==> src/rtl/contador_pkg.sv <==
// Shared constants for the contador_param counter family.
package contador_pkg;

  localparam int unsigned MODO_W = 2;

  localparam logic [MODO_W-1:0] MODO_UP   = 2'b00;
  localparam logic [MODO_W-1:0] MODO_DOWN = 2'b01;
  localparam logic [MODO_W-1:0] MODO_STEP = 2'b10;
  localparam logic [MODO_W-1:0] MODO_LOAD = 2'b11;

endpackage

==> src/rtl/contador_sig.sv <==
// Next-value logic: computes the candidate next Q and the overflow/underflow flag.
module contador_sig
  import contador_pkg::*;
#(
  parameter int unsigned WIDTH = 4,
  parameter int unsigned STEP  = 3
) (
  input  logic [WIDTH-1:0]  q,
  input  logic [MODO_W-1:0] modo,
  input  logic              sat,
  input  logic [WIDTH-1:0]  d,
  output logic [WIDTH-1:0]  next_q_c,
  output logic              ovf_c
);

  localparam int unsigned SW = WIDTH + 1;

  logic [SW-1:0] sum;
  logic          carry;
  logic          under;

  // Sum is formed one bit wider so the carry out is the overflow flag.
  always_comb begin
    next_q_c = q;
    ovf_c    = 1'b0;
    sum      = '0;
    carry    = 1'b0;
    under    = 1'b0;
    case (modo)
      MODO_UP, MODO_STEP: begin
        sum   = {1'b0, q} + ((modo == MODO_STEP) ? SW'(STEP) : SW'(1));
        carry = sum[WIDTH];
        ovf_c = carry;
        if (carry && sat) next_q_c = '1;
        else              next_q_c = sum[WIDTH-1:0];
      end
      MODO_DOWN: begin
        under = (q == '0);
        ovf_c = under;
        if (under && sat) next_q_c = '0;
        else              next_q_c = q - WIDTH'(1);
      end
      default: begin
        next_q_c = d;
      end
    endcase
  end

endmodule

==> src/rtl/contador_param.sv <==
// Parametrised multi-mode counter with saturate option, RCO pulse and event count.
module contador_param
  import contador_pkg::*;
#(
  parameter int unsigned WIDTH = 4,
  parameter int unsigned STEP  = 3,
  parameter int unsigned EVW   = 4
) (
  input  logic              clk,
  input  logic              reset_L,
  input  logic              enb,
  input  logic [MODO_W-1:0] modo,
  input  logic              sat,
  input  logic [WIDTH-1:0]  D,
  output logic [WIDTH-1:0]  Q,
  output logic              RCO,
  output logic [EVW-1:0]    n_ev
);

  logic [WIDTH-1:0] next_q;
  logic             ovf;
  logic             clamped;
  logic             rco_next;
  logic             clamp_next;

  contador_sig #(
    .WIDTH(WIDTH),
    .STEP (STEP)
  ) u_sig (
    .q       (Q),
    .modo    (modo),
    .sat     (sat),
    .d       (D),
    .next_q_c(next_q),
    .ovf_c   (ovf)
  );

  // RCO is suppressed while a saturating clamp is simply being held at the bound.
  always_comb begin
    rco_next   = 1'b0;
    clamp_next = clamped;
    if (enb) begin
      rco_next   = ovf && !(sat && clamped);
      clamp_next = ovf && sat;
    end
  end

  // Q, RCO, clamp tracking and saturating event counter.
  always_ff @(posedge clk or negedge reset_L) begin
    if (!reset_L) begin
      Q       <= '0;
      RCO     <= 1'b0;
      n_ev    <= '0;
      clamped <= 1'b0;
    end else begin
      RCO     <= rco_next;
      clamped <= clamp_next;
      if (enb) Q <= next_q;
      if (rco_next && (n_ev != '1)) n_ev <= n_ev + EVW'(1);
    end
  end

endmodule

==> config.mk <==
export PLATFORM = sky130hd
export DESIGN_NAME = contador_param
export DESIGN_NICKNAME = d
export VERILOG_FILES = /design/src/rtl/contador_pkg.sv /design/src/rtl/contador_sig.sv /design/src/rtl/contador_param.sv
export SDC_FILE = /design/constraint.sdc
export NUM_CORES = 1
export LEC_CHECK = 0
export CELL_PAD_IN_SITES_DETAIL_PLACEMENT = 1
export CELL_PAD_IN_SITES_GLOBAL_PLACEMENT = 1
export CORE_MARGIN = 5
export CORE_UTILIZATION = 37
export CTS_BUF_LIST = sky130_fd_sc_hd__clkbuf_4
export CTS_CLUSTER_DIAMETER = 100
export DETAILED_ROUTE_END_ITERATION = 6
export MAX_ROUTING_LAYER = met4
export PLACE_DENSITY = 0.82
export SLEW_MARGIN = 20
export SYNTH_ARGS = -nofsm -noshare
export SYNTH_HDL_FRONTEND = slang
export SYNTH_SLANG_ARGS = --single-unit
export TNS_END_PERCENT = 10
==> constraint.sdc <==
create_clock -name clk -period 2.2 [get_ports clk]
set_input_delay 0.55 -clock clk [delete_from_list [all_inputs] [get_ports clk]]
set_output_delay 0.55 -clock clk [all_outputs]
set_load 0.05 [all_outputs]
After elaboration in Yosys (flattened, before gate mapping)
Cells that the tools add are included.
{"block": "totals", "ff_bits": 10, "input_bits": 10, "out_inout_bits": 9, "wordCells": 26}
{"block": "classes", "add_sub_neg": 3, "eq_ne": 3, "muxes": 6, "n_reduce_logical": 10}
{"operator": "2-to-1 mux 4 bit", "n": 2}
{"operator": "one-hot mux 4 bit (2 select lines)", "n": 1}
{"operator": "logical AND 1 bit", "n": 6}
{"operator": "adder 4 x 5 -> 5 bit", "n": 1}
{"operator": "adder 4 x 1 -> 4 bit (second input constant)", "n": 1}
{"operator": "logical NOT 4 bit", "n": 1}
{"operator": "inequality test 4 bit (second input constant)", "n": 1}
{"operator": "subtractor 4 x 1 -> 4 bit (second input constant)", "n": 1}
{"operator": "equality test 2 x 1 -> 1 bit (second input constant)", "n": 1}
{"operator": "equality test 2 bit (second input constant)", "n": 1}
{"operator": "logical NOT 2 bit", "n": 1}
{"operator": "2-to-1 mux 2 bit", "n": 1}
{"operator": "one-hot mux 1 bit (2 select lines)", "n": 1}
{"operator": "OR reduction 2 bit", "n": 1}
{"operator": "logical NOT 1 bit", "n": 1}
{"operator": "2-to-1 mux 1 bit", "n": 1}

Depth between registers and ports, before layout
{"block": "logic_depth", "ltp_word": 7, "mapped_depth": 8}

By module
From an unflattened synthesis, not the netlist that was laid out.
{"block": "unflattened", "hier_cells": 67, "hier_area_um2": 703.2}
{"module": "contador_param", "n_inst": 1, "cells_per_inst": 33, "area_per_inst_um2": 426.7}
{"module": "contador_sig", "n_inst": 1, "cells_per_inst": 34, "area_per_inst_um2": 276.5}

Least setup slack after synthesis
Ideal clock, no wire load.
{"block": "synth_timing", "kind": "register to register", "from": "register Q[0]", "to": "register n_ev[1]", "arrival_time_ps": 2165, "setup_slack_ps": -91, "path_stages_with_launch": 7, "n_path_buf": 0, "period_less_slack_ps": 2291, "cell_sequence": "dfrtp_1 -> inv_1 -> fa_1 -> and4bb_4 -> a31oi_4 -> nor2_4 -> mux2_4"}
{"block": "synth_between", "elab_chain_len": 5}
{"element": "from (decl)", "line": "contador_param.sv:15", "source": "output logic [WIDTH-1:0] Q,"}
{"element": "from (signal assigned)", "line": "contador_param.sv:58", "source": "if (enb) Q <= next_q;"}
{"element": "adder 4 x 5 -> 5 bit / logical NOT 4 bit (equally long branches)", "line": "contador_sig.sv:31, contador_sig.sv:38"}
{"element": "one-hot mux 1 bit (2 select lines) *", "line": "contador_sig.sv:29", "source": "case (modo)"}
{"element": "logical AND 1 bit *", "line": "contador_param.sv:43", "source": "rco_next = ovf && !(sat && clamped);"}
{"element": "2-to-1 mux 1 bit *", "line": "contador_param.sv:42", "source": "if (enb) begin"}
{"element": "logical AND 1 bit *", "line": "contador_param.sv:59", "source": "if (rco_next && (n_ev != '1)) n_ev <= n_ev + EVW'(1);"}
{"element": "to (signal assigned)", "line": "contador_param.sv:59"}
{"element": "to (decl)", "line": "contador_param.sv:17", "source": "output logic [EVW-1:0] n_ev"}
Mark *: on every way between the ends. The rest lies on a longest branch, timed or not.
A chain may end at the register's enable or synchronous reset.

Final worst setup path
{"block": "layout_timing", "from": "input modo[0]", "to": "register n_ev[1]"}
{"block": "layout_between", "elab_chain_len": 7}
{"element": "from (decl)", "line": "contador_param.sv:12", "source": "input logic [MODO_W-1:0] modo,"}
{"element": "equality test 2 bit", "line": "contador_sig.sv:29, contador_sig.sv:31"}
{"element": "2-to-1 mux 2 bit", "line": "contador_sig.sv:31", "source": "sum = {1'b0, q} + ((modo == MODO_STEP) ? SW'(STEP) : SW'(1));"}
{"element": "adder 4 x 5 -> 5 bit", "line": "contador_sig.sv:31"}
{"element": "one-hot mux 1 bit (2 select lines) *", "line": "contador_sig.sv:29"}
{"element": "logical AND 1 bit *", "line": "contador_param.sv:43"}
{"element": "2-to-1 mux 1 bit *", "line": "contador_param.sv:42"}
{"element": "logical AND 1 bit *", "line": "contador_param.sv:59"}
Marked as above.

==> metrics.yaml <==
grt-ovfl-total: 0
numCtsBuffers: 3
antenna_found_initial: 0
crit_buf_inv: 1
hold_violations: 0
max_clock_freq_mhz: 465
die_y_um: 54.0
insertion_delay_to_the_later_sink_of_the_worst_skew_pair_ps: 270
cp_max_fo: 5
synth-edff-count: 0
routedWlPerCell_um: 15.7
fin_crit_ps: 2150
max-vdd-ir-drop_mv: 0.551
detailroute.via_count: 638
fraction_of_registers_with_async_set_or_reset_after_synthesis: 1.00
drt_first_pass_iters: 3
clock_tree.buffer_depth: 2
max_slew.worst_pin.slew_ps: 500
power_density_mw_per_mm2: 957
top_level_ports: 19
crit_path_top_delay_cell: "sky130_fd_sc_hd__clkdlybuf4s50_1"
initial_core_util: 0.377
rsz0062_at_grt: "false"
report.power.total_uw: 947
synth.net_count: 87
synth.yosys.seq_area_share: 0.349
via_count_of_the_first_global_routing_pass: 711
place_area_um2: 955
clock-sinks: 10
critical_path.endpoint_type: "flip-flop"
worstSetupStartpointType: "primary input"
core_mm2: 0.00190
insertedDiodeCount: 0
synth_top_flop_cell: "sky130_fd_sc_hd__dfrtp_1"
status: "completed"
leakagePower_nw: 0.421
worst-setup-path-type: "primary input to flip-flop"
detail_route.iter0.violations: 11
row_count: 16
port_buffers: 18
drt_wl_total_um: 1950
synth.avg_cell_area_um2: 9.96
finalCritPeriodShare: 0.978
finish.instance_area_um2: 990
gpl.final_weighted_congestion: 0.860
worstPathArrival_ps: 2310
setup_viol: 0
timing.slew.headroom: 0.666
cp_slowest_stage_delay_ps: 420
route.antenna.remaining_nets: 0
wire_length_of_the_first_global_routing_pass_um: 3310
cts_tree: "done"
required_ps: 2360
h-tree-depth: 1
maxCapViolCount: 0
synth_cell_type_count: 36
syn_to_final_growth_pct: 38.0
die-width_um: 54.0
fin_worst_skew_ps: 11.8
grt.total_usage: 0.164
drive_gt1_frac: 0.258
syn_inst: 72
total_nets_final: 113
timing.setup.tns_ps: 0
worstPathCellList: "clkdlybuf4s50_1, nand2b_4, fa_2, and4bb_4, a31oi_4, nor2_4, mux2_4"
synth-seq-cells: 10
path_delay_family: "simple AND/OR/NAND/NOR gates"
detail_route.drc_violations: 0
holdCritPathClass: "flip-flop to flip-flop"
place.detailed.hpwl_um: 1560
synth-warning-count: 0
post_synth_instance_area_um2: 717
cts.root.buffer_cell: "sky130_fd_sc_hd__clkbuf_4"
maximum_number_of_pins_on_one_net_before_global_route_repair: 12
cts.reportedPaths.clkPinSlew_ps: 70
die_area_mm2: 0.00292
slew_violations: 0
vias_per_cell: 5.15
## per-layer routing
metal | wire (µm) | vias up | global-route usage
met2 | 961 | 10 | 0.268
met1 | 920 | 312 | 0.197
met3 | 59 | 2 | 0.0499
met4 | 11 | 0 | 0.0373
li1 | - | 314 | -
met5 | 0 | - | -
## worst paths after layout
check,startpoint,slack (ps),end,depth (start not counted)
max in group asynchronous,reset_L,1250,Q[1],1
worst min-delay path,n_ev[0],540,n_ev[0],1
min in group asynchronous,reset_L,600,n_ev[1],1
worst max register to register,Q[0],350,n_ev[1],6
worst max-delay path,modo[0],50,n_ev[1],7
worst min register to register,n_ev[0],540,n_ev[0],1
## registers in the layout, summed over array words and instances (netlist names)
name and flops:
RCO 1, n_ev 4, Q 4, clamped 1
## power breakdown
| part | total [mW] | internal, mW | switching [mW] |
|---|---|---|---|
| clock | 0.128 | 0.0654 | 0.0630 |
| sequential | 0.311 | 0.231 | 0.0798 |
| combinational | 0.508 | 0.206 | 0.302 |
| total | 0.947 | 0.502 | 0.445 |
## cells in the final DEF, fill, tap and decap left out, types with 2 or more instances in the layout
cell type and n:
sky130_fd_sc_hd__nand2_1 6, sky130_fd_sc_hd__a31oi_1 2, sky130_fd_sc_hd__clkdlybuf4s50_1 15, sky130_fd_sc_hd__inv_1 6, sky130_fd_sc_hd__buf_4 8, sky130_fd_sc_hd__nor2_1 2, sky130_fd_sc_hd__o22a_1 2, sky130_fd_sc_hd__a21oi_1 4
sky130_fd_sc_hd__clkbuf_4 3, sky130_fd_sc_hd__nor3_1 3, sky130_fd_sc_hd__nand3_1 4, sky130_fd_sc_hd__ha_1 4, sky130_fd_sc_hd__dfrtp_2 2, sky130_fd_sc_hd__dfrtp_1 8, sky130_fd_sc_hd__mux2_4 2
## final cells by class
type / instances / area (µm²)
Fill cell: 207 / 912
Sequential cell: 10 / 253
Clock buffer: 3 / 22.5
Clock inverter: 1 / 3.75
Inverter: 6 / 22.5
Tap cell: 27 / 33.8
Timing Repair Buffer: 24 / 219
Multi-Input combinational cell: 53 / 435
## per-stage QoR
step | hold slack [ps] | utilization | cells | worst slack (ps)
final | 544 | 0.520 | 124 | 47.3
after global routing | 562 | 0.520 | 124 | 3.02
after CTS | 540 | 0.520 | 124 | 45.6
after detailed placement | 531 | 0.502 | 119 | -334
after global placement | 500 | 0.502 | 119 | -291
after floorplan | 254 | - | 72 | -4.01
## synthesized netlist by cell type, types with 2 or more instances
cell type | n | area [µm²]
sky130_fd_sc_hd__a31oi_1 | 2 | 12.5
sky130_fd_sc_hd__inv_1 | 6 | 22.5
sky130_fd_sc_hd__nand2_1 | 6 | 22.5
sky130_fd_sc_hd__dfrtp_1 | 10 | 250
sky130_fd_sc_hd__clkbuf_1 | 2 | 7.51
sky130_fd_sc_hd__nand3_1 | 4 | 20.0
sky130_fd_sc_hd__nand2b_1 | 2 | 12.5
sky130_fd_sc_hd__nor2_1 | 2 | 7.51
sky130_fd_sc_hd__ha_1 | 4 | 50.1
sky130_fd_sc_hd__o22a_1 | 2 | 17.5
sky130_fd_sc_hd__nor3_1 | 3 | 15.0
sky130_fd_sc_hd__a21oi_1 | 4 | 20.0
sky130_fd_sc_hd__mux2_4 | 2 | 30.0
## repair_timing
item | in CTS | in global routing
setup buffers | 1 | 0
endpoints found under the setup margin | 3 | 0
gates resized for setup | 2 | 0
hold buffers | 0 | 0
## worst reg2reg max path, cell delays in order (launching register included)
cell                       delay [ps]
sky130_fd_sc_hd__dfrtp_2          410
sky130_fd_sc_hd__inv_1            110
sky130_fd_sc_hd__fa_2             390
sky130_fd_sc_hd__and4bb_4         330
sky130_fd_sc_hd__a31oi_4           60
sky130_fd_sc_hd__nor2_4           150
sky130_fd_sc_hd__mux2_4           310
## logic make-up (layout without fill, tap and decap cells)
logic type,after synthesis,after routing,synth area share
flip-flops,10,10,0.349
XOR/XNOR,2,2,0.0244
adder cells (fa/ha/maj),5,5,0.0977
AND/OR/NAND/NOR,23,23,0.188
buffers and inverters,9,34,0.0576
AO/OA/AOI/OAI,21,21,0.241
multiplexers,2,2,0.0419
No activity file was read; power rests on OpenSTA's default activity.
